**src/rtl/matrix_mult_simple_mem.sv**
```systemverilog
// -----------------------------------------------------------------------------
// matrix_mult_simple_mem
//
// Standalone 4x4 unsigned matrix multiplier, C = A x B, working entirely out of
// on-chip register arrays. A and B are loaded with fixed constants by reset and
// have no external write path. C is filled by a single sequential
// multiply-accumulate engine, one MAC per clock. Results are read
// hierarchically from mem_c.
//
// All three arrays are row-major: element (row, col) sits at index 4*row+col.
//
// Parameters
//   DATA_W : width of each A/B element (unsigned)
//   ACC_W  : width of each C element and of the accumulator; wide enough for
//            a 4-term sum of DATA_W x DATA_W products
//
// Ports
//   clk    : single clock, all state updates on the rising edge
//   reset  : synchronous, active-high; reloads A/B, clears C, returns to IDLE
//   start  : begin one multiplication (sampled in IDLE and DONE only)
//   done   : registered completion flag, high from the final C write until
//            the next accepted start or reset
// -----------------------------------------------------------------------------
module matrix_mult_simple_mem #(
  parameter int DATA_W = 8,
  parameter int ACC_W  = 2*DATA_W+2
) (
  input  logic clk,
  input  logic reset,
  input  logic start,
  output logic done
);

  typedef enum logic [1:0] {
    IDLE = 2'd0,
    CALC = 2'd1,
    DONE = 2'd2
  } state_t;

  // Packed arrays so a whole-array reset load is a single assignment;
  // element indexing (mem_c[n]) works the same as for an unpacked array.
  logic [0:15][DATA_W-1:0] mem_a;
  logic [0:15][DATA_W-1:0] mem_b;
  logic [0:15][ACC_W-1:0]  mem_c;

  state_t           state;
  logic [1:0]       i;
  logic [1:0]       j;
  logic [1:0]       k;
  logic [ACC_W-1:0] acc;
  logic [ACC_W-1:0] acc_next;

  // A(r,c) = 4r+c+1 -> values 1..16
  function automatic logic [0:15][DATA_W-1:0] init_a();
    logic [0:15][DATA_W-1:0] m;
    for (int n = 0; n < 16; n++) begin
      m[n] = DATA_W'(n + 1);
    end
    return m;
  endfunction

  // B(r,c) = r+c -> values 0..6
  function automatic logic [0:15][DATA_W-1:0] init_b();
    logic [0:15][DATA_W-1:0] m;
    for (int n = 0; n < 16; n++) begin
      m[n] = DATA_W'((n / 4) + (n % 4));
    end
    return m;
  endfunction

  // Unsigned MAC at full accumulator width. Operands are zero-extended before
  // the multiply so the product is never truncated to DATA_W bits.
  function automatic logic [ACC_W-1:0] mac(
    input logic [ACC_W-1:0]  a_acc,
    input logic [DATA_W-1:0] a_op,
    input logic [DATA_W-1:0] b_op
  );
    return a_acc + (ACC_W'(a_op) * ACC_W'(b_op));
  endfunction

  // Operand fetch and MAC: A(i,k) * B(k,j); {i,k} and {k,j} form 4*row+col.
  always_comb begin
    acc_next = mac(acc, mem_a[{i, k}], mem_b[{k, j}]);
  end

  // Sequencer: k innermost, then j, then i. The k==3 MAC of each (i,j) pair
  // commits straight to mem_c and restarts the accumulator from zero.
  always_ff @(posedge clk) begin
    if (reset) begin
      mem_a <= init_a();
      mem_b <= init_b();
      mem_c <= '0;
      acc   <= '0;
      i     <= 2'd0;
      j     <= 2'd0;
      k     <= 2'd0;
      state <= IDLE;
      done  <= 1'b0;
    end else begin
      case (state)
        IDLE: begin
          if (start) begin
            state <= CALC;
            acc   <= '0;
            i     <= 2'd0;
            j     <= 2'd0;
            k     <= 2'd0;
          end
        end

        CALC: begin
          if (k == 2'd3) begin
            mem_c[{i, j}] <= acc_next;
            acc           <= '0;
            k             <= 2'd0;
            j             <= j + 2'd1;
            if (j == 2'd3) begin
              i <= i + 2'd1;
              // Last element (3,3) just committed.
              if (i == 2'd3) begin
                state <= DONE;
                done  <= 1'b1;
              end
            end
          end else begin
            acc <= acc_next;
            k   <= k + 2'd1;
          end
        end

        DONE: begin
          if (start) begin
            state <= CALC;
            done  <= 1'b0;
            acc   <= '0;
            i     <= 2'd0;
            j     <= 2'd0;
            k     <= 2'd0;
          end
        end

        default: begin
          state <= IDLE;
          done  <= 1'b0;
        end
      endcase
    end
  end

endmodule

```
**config.mk**
```make
export PLATFORM = sky130hd
export DESIGN_NAME = matrix_mult_simple_mem
export DESIGN_NICKNAME = d
export VERILOG_FILES = /design/src/rtl/matrix_mult_simple_mem.sv
export SDC_FILE = /design/constraint.sdc
export NUM_CORES = 1
export LEC_CHECK = 0
export ABC_AREA = 1
export ABC_CLOCK_PERIOD_IN_PS = 1200
export BUFFER_PORTS_ARGS = -buffer_cell sky130_fd_sc_hd__buf_2
export CORE_MARGIN = 3
export CORE_UTILIZATION = 25
export CTS_CLUSTER_SIZE = 20
export DETAILED_ROUTE_END_ITERATION = 8
export GPL_ROUTABILITY_DRIVEN = 0
export PLACE_DENSITY = 0.46
export SLEW_MARGIN = 10
export SYNTH_ARGS = -nofsm -noshare
export SYNTH_HDL_FRONTEND = slang
export SYNTH_SLANG_ARGS = --single-unit
```
**constraint.sdc**
```tcl
create_clock -name clk -period 1.2 [get_ports clk]
set_clock_uncertainty 0.05 [all_clocks]
set_input_delay 0.12 -clock clk [delete_from_list [all_inputs] [get_ports clk]]
set_output_delay 0.12 -clock clk [all_outputs]
set_load 0.02 [all_outputs]
```
Word level (Yosys, flattened, before mapping)
Index checks and enable logic that the tools add are counted.
W data, S select, Z words.
{ "op_classes": {"order_cmp": 0, "muxes": 18, "bitwise": 1, "reduce_logical": 8, "n_mul": 0, "div_mod_pow": 0, "shifts": 0, "eq_ne": 10, "addsub": 3} }
{ "op_table": {"columns": ["operator", "count"], "rows": [
  ["$mux W2", 9],
  ["$pmux W2 S2", 4],
  ["$eq A2 B2 Y1 const B", 4],
  ["$ne A2 B2 Y1 const B", 4],
  ["$reduce_and A4 Y1", 2],
  ["$add A2 B1 Y2 const B", 3],
  ["$reduce_and A5 Y1", 1],
  ["$mux W1", 4],
  ["$pmux W1 S3", 1],
  ["$reduce_and A3 Y1", 1],
  ["$eq A2 B1 Y1 const B", 1],
  ["$logic_not A2 Y1", 1],
  ["$ne A2 B1 Y1 const B", 1],
  ["$reduce_and A2 Y1", 1],
  ["$reduce_bool A2 Y1", 1],
  ["$reduce_or A2 Y1", 1],
  ["$not A1 Y1", 1]
]} }
{ "word_totals": {"out_inout_bits": 1, "latchBits": 0, "mem_count": 0, "ram_bits": 0, "ff_bits": 9, "in_bits": 3, "romBits": 0, "elab_cells": 45} }

Longest topological paths before layout
{ "depth": {"ltp_word": 5, "ltp_mapped": 7, "depth_no_buf": 7} }

Least setup slack after synthesis
Ideal clock, no wire load.
{ "synth_timing": {"kind": "register -> register", "start": "register k[0]", "end": "register i[1]", "stages_incl_launch_ff": 7, "arrival_time_ns": 0.937, "n_path_buf": 0, "path_slack_ns": 0.098, "required_time_ns": 1.035, "setup_ns": 0.115, "period_less_slack_ns": 1.102, "cell_sequence": "dfxtp_1 ha_1 inv_1 o21ai_1 nand3_1 nand2_1 nor2_1"} }
{ "synth_via": {"elab_chain_cells": 3} }
{ "synth_rtl": {"columns": ["item", "line_no", "text"], "rows": [
  ["start: declaration", "49", "logic [1:0] k;"],
  ["start signal: assignment", "127", "k <= k + 2'd1;"],
  ["$eq A2 B2 Y1", "112", "if (k == 2'd3) begin"],
  ["$ne A2 B2 Y1 (no source line)", null, null],
  ["$reduce_and A4 Y1 (no source line)", null, null],
  ["end signal: assignment", "118", "i <= i + 2'd1;"],
  ["end: declaration", "47", "logic [1:0] i;"]
]} }
No other way between the ends.
A chain may end at the register's enable or synchronous reset.

Worst setup path in the final report
{ "layout_timing": {"start": "register state[1]", "end": "register j[1]"} }
{ "layout_via": {"elab_chain_cells": 4, "elab_cells_between_ends": 9, "classes_between": "eq/ne (4); mux (1); reduce/logical (4)"} }
{ "layout_rtl": {"columns": ["item", "line_no", "text"], "rows": [
  ["start: declaration", "46", "state_t state;"],
  ["start signal: assignment", "97", "state <= IDLE;"],
  ["start signal: assignment", "103", "state <= CALC;"],
  ["start signal: assignment", "121", "state <= DONE;"],
  ["$eq A2 B2 Y1 or $logic_not A2 Y1 (tied branches)", "100", "case (state)"],
  ["$reduce_or A2 Y1 (no source line)", null, null],
  ["$ne A2 B1 Y1 (no source line) or $reduce_bool A2 Y1 (tied branches)", null, null],
  ["$reduce_and A3 Y1 (no source line)", null, null],
  ["end signal: assignment", "116", "j <= j + 2'd1;"],
  ["end: declaration", "48", "logic [1:0] j;"]
]} }
Parallel ways exist; a longest one is shown, timed or not.

==> results.md <==
- Setup slack on the worst reg-to-reg path comes out at 110 ps.
- The worst hold-check slack is 4.492 ps.
- In the post-synthesis netlist, the biggest area contributors are sky130_fd_sc_hd__dfxtp_1 41%, sky130_fd_sc_hd__nand2_1 14%, sky130_fd_sc_hd__ha_1 8.5%.
- The synthesized design spends more area on one cell type than any other, namely sky130_fd_sc_hd__dfxtp_1.
- The standard cell core area is around 1600 um^2.
- The static leakage power is 0.2498 nW.
- In the synthesized netlist, mux cells make up 0% of the area.
- The number of placement rows is 14.
- Of the total synthesized cell area, the portion taken by XOR and XNOR cells is 0%.
- On the critical path, the stage with the largest delay is an instance of sky130_fd_sc_hd__dfxtp_1.
- Traced cell by cell, the critical path runs through buf_4 > nor2_4 > nand2_1 > nand2_1 > inv_1 > nor2_1 > nor2_1.
- Entering global routing, the biggest net connects 7 pins.
- For this run, design rule violations remaining after detail routing come to 0.
- TritonCTS built the clock tree.
- In this run the power spent charging and discharging nets is 0.2116 mW.
- Once placement completed, the tool counted placed cells totaling 85.
- The source of the critical timing path is state[1].
- The via total after detailed routing is between 400 and 500.
- Setup violations remaining at the end of the flow were counted as 0.
- Per report_power, the sequential group accounts for 47.5% of the total.
- The first global-routing pass estimated 1.566 mm of wire.
- The clock insertion delay at the later pin of the skew report is 270 ps.
- Post-CTS timing repair inserted 0 buffers for setup.
- The flop and latch count out of synthesis is 9.
- The number of violations of the max-capacitance limit is 0.
- The critical path class is flop to flop.
- The number of sinks driven by the clock tree is 9.
- The clock-pin transition on the worst setup and hold timing paths is approximately 70 ps.
- The length in cells of the worst reg-to-reg path is 7.
- The initial antenna violation count is 0.
- The number of hold-slack violations in the final timing report is 0.
- The count of port buffers added during placement is 3.
- For this run, the number of Yosys warnings is 0.
- The total length of routed wires is 923 um.
- Together, buffers and inverters on the worst path number 2.
- In this run the worst hold path is classified as primary input to flop.
- The origin of the critical flop-to-flop path is state[1].
- The instance count of the mapped netlist is 63.
- The library cell with the highest instance count after synthesis is sky130_fd_sc_hd__nand2_1.
- The critical path required time is 1320 ps.
- After routing, the total negative slack on setup checks comes to 0 ps.
- The number of nets in the finished design is 80.
- The DRC violation total after the first TritonRoute iteration is 7.
- Power spread over the standard cell area amounts to 1301 nW/um^2.
- The root buffer cell is sky130_fd_sc_hd__clkbuf_4.
- The number of levels in the clock H-tree is 1.
- After synthesis, flip-flops and latches occupy between 40% and 50% of the total area.
- The number of global-route vias before repair is 390.
- Setup repair after global routing left no endpoint under its margin.
- The die is 48.03 um tall.
- The cell count of the worst hold path is 2.
- The share of synthesized cell area in and, or, nand and nor gates is 31.73%.
- On the critical path the largest part of the delay comes from simple AND/OR/NAND/NOR gates.
- The capturing element type of the critical path is a flop.
- The maximum fanout along the worst path is 5.
- The clock passes through at most 2 buffers.
- The area growth from synthesis to layout is 24.36%.
- TritonCTS created 3 clock buffers.
- The die covers ~2300 um^2.
- The share of async-settable or async-resettable flops after synthesis is 0%.
- For this run, the top clock speed supported by timing is 918.3 MHz.
- The nature of the critical path startpoint is a flop.
- The synthesized-area fraction occupied by ao, oa, aoi and oai cells is 11.33%.
- The power share of the combinational group is 17.7%.
- In this run the remaining antenna-violating nets after routing total 0.
- The start point of the worst min-delay path is reset.
- 4 I/O pins were placed.
- The commonest cells after synthesis are 17 x sky130_fd_sc_hd__nand2_1, 9 x sky130_fd_sc_hd__dfxtp_1, 8 x sky130_fd_sc_hd__inv_1.
- Among all flip-flop cells after synthesis, the most frequent one is sky130_fd_sc_hd__dfxtp_1.
- The arrival time of the worst setup path is 1210 ps.
- The max-slew violation count is 0.
- The number of non-filler instances in the completed layout is around 90.
- The final worst setup slack is 111.1 ps.
- The worst slack after detailed placement is around 15 ps.
- The wire length per cell after detailed routing is 10.37 um.
- The final critical path time including I/O delays and setup is roughly 1100 ps.
- The transition at the pin with the smallest max-transition slack is 162.1 ps.
- For this run, the total global-route usage over all layers was measured as 10.29%.
- The hold-critical path endpoint is k[1].
- The longest individual stage delay on the worst path is approximately 310 ps.
- The floorplan step set the die width to between 40 and 50 um.
- The area share of the largest cell type after synthesis is 40.79%.
- Using the TritonRoute via totals, the vias-per-cell ratio works out to 4.562.
- In this run the mean area of a mapped cell was 7.011 um^2.
- The initial utilization of the core area, before any placement, comes to between 20 and 30%.
- The number of distinct library cell variants in the gate-level netlist after synthesis is 13.
- The relative contribution of the clock network to total power is 34.8%.
- The HPWL reported at the end of detailed placement is 620.2 um.
- The count of flip-flops with a built-in enable after synthesis is 0.
- The synthesized netlist devotes 8.499% of its cell area to adder and majority cells.
- The endpoint of the worst register-to-register path is j[1].
- The detailed-router iteration count before antenna repair is 2.
- The number of nets in the synthesized netlist is 69.
- The post-route clock period utilization is 90.74%.
- The net switching fraction of the power is 29.60%.
- IR analysis of the VDD net gives a maximum drop of 497.4 uV.
- The flow ran to the end, and the final reports show no timing, DRC or antenna violations.
- The synthesized netlist occupies a cell area of 441.7 um^2.
- Of the cells placed in the final design, the portion with a size suffix greater than 1 is 26.03%.
- The cell internal power dissipation is 0.5031 mW.
- The worst-case headroom to the max-slew limit is 89.08%.
- The number of antenna cells inserted is 0.
- The total congestion overflow after global routing is 0.
- The largest family of logic cells by synthesized area is simple AND/OR/NAND/NOR gates.
-- power groups by stage --
| stage | Sequential [mW] | Combinational [mW] | Clock [mW] |
|---|---|---|---|
| 5_1_grt | 0.342 | 0.145 | 0.268 |
| 4_1_cts | 0.335 | 0.125 | 0.248 |
| 2_1_floorplan | 0.345 | 0.0778 | 0 |
| 3_5_place_dp | 0.341 | 0.120 | 0 |
| 3_3_place_gp | 0.341 | 0.121 | 0 |
| 6_report | 0.340 | 0.127 | 0.248 |
-- registers in the layout, indices dropped and copies added (netlist names) --
signal  cells
i           2
done        1
state       2
j           2
k           2
-- cell families (layout without fill, tap and decap cells) --
group	count (synthesis)	in the layout
compound gates	10	10
flops	9	9
buf+inv	9	19
simple gates	32	32
fa+ha+maj	3	3
-- layout by cell type (no fill, tap or decap) --
cell | synthesis | layout
sky130_fd_sc_hd__inv_2 | 1 | 1
sky130_fd_sc_hd__clkbuf_4 | 0 | 3
sky130_fd_sc_hd__nand4_1 | 1 | 1
sky130_fd_sc_hd__nand2_1 | 17 | 17
sky130_fd_sc_hd__o21ai_2 | 0 | 1
sky130_fd_sc_hd__dfxtp_2 | 0 | 4
sky130_fd_sc_hd__ha_4 | 0 | 1
sky130_fd_sc_hd__nor2_4 | 1 | 1
sky130_fd_sc_hd__a21oi_1 | 7 | 7
sky130_fd_sc_hd__nor2_1 | 6 | 6
sky130_fd_sc_hd__o21ai_0 | 2 | 2
sky130_fd_sc_hd__inv_1 | 8 | 8
sky130_fd_sc_hd__buf_4 | 0 | 3
sky130_fd_sc_hd__buf_2 | 0 | 3
sky130_fd_sc_hd__dfxtp_1 | 9 | 5
sky130_fd_sc_hd__ha_2 | 0 | 1
sky130_fd_sc_hd__clkbuf_1 | 0 | 1
sky130_fd_sc_hd__nand3_1 | 6 | 6
sky130_fd_sc_hd__ha_1 | 3 | 1
sky130_fd_sc_hd__nand2_2 | 1 | 1
-- how the worst max path moves through the flow --
stage / end / cells past startpoint
after detailed placement: i[1] / 6
after CTS: i[1] / 6
after floorplan: i[1] / 6
after global routing: i[0] / 6
after global placement: i[1] / 6
final: j[1] / 7
-- per-stage QoR --
step | util [%] | instance area, um^2 | power [mW]
5_1_grt | 34.84 | 549.3 | 0.7547
2_1_floorplan | - | 441.7 | 0.4227
6_report | 34.84 | 549.3 | 0.7146
3_5_place_dp | 31.67 | 499.2 | 0.4604
3_3_place_gp | 31.67 | 499.2 | 0.4621
4_1_cts | 33.73 | 531.8 | 0.7075
-- timing repair --
action	in CTS	in global routing
hold buffers	0	0
pin swaps	0	1
cloned	0	0
gates resized for setup	2	6
endpoints found under the setup margin	2	5
-- worst register-to-register path, stage by stage, from the launching register on --
cell	delay, ps
sky130_fd_sc_hd__dfxtp_1	310
sky130_fd_sc_hd__buf_4	140
sky130_fd_sc_hd__nor2_4	160
sky130_fd_sc_hd__nand2_1	90
sky130_fd_sc_hd__nand2_1	60
sky130_fd_sc_hd__inv_1	50
sky130_fd_sc_hd__nor2_1	80
sky130_fd_sc_hd__nor2_1	40
-- area by class of cell --
class,instances,area [um^2]
Inverter,9,33.78
Sequential cell,9,185.2
Multi-Input combinational cell,45,246.5
Fill cell,164,1027
Timing Repair Buffer,6,37.54
Clock buffer,4,26.28
Tap cell,16,20.02
-- per-layer routing --
metal  global-route usage, %  vias to the layer above  routed length (um)
met4                   8.065                        0                  34
met1                   12.64                      175                 460
met5                       0                        -                   0
met3                   3.383                        5                  25
li1                        -                      221                   -
met2                   14.51                        5                 403
Note: power is estimated with default switching activity, not from simulation.
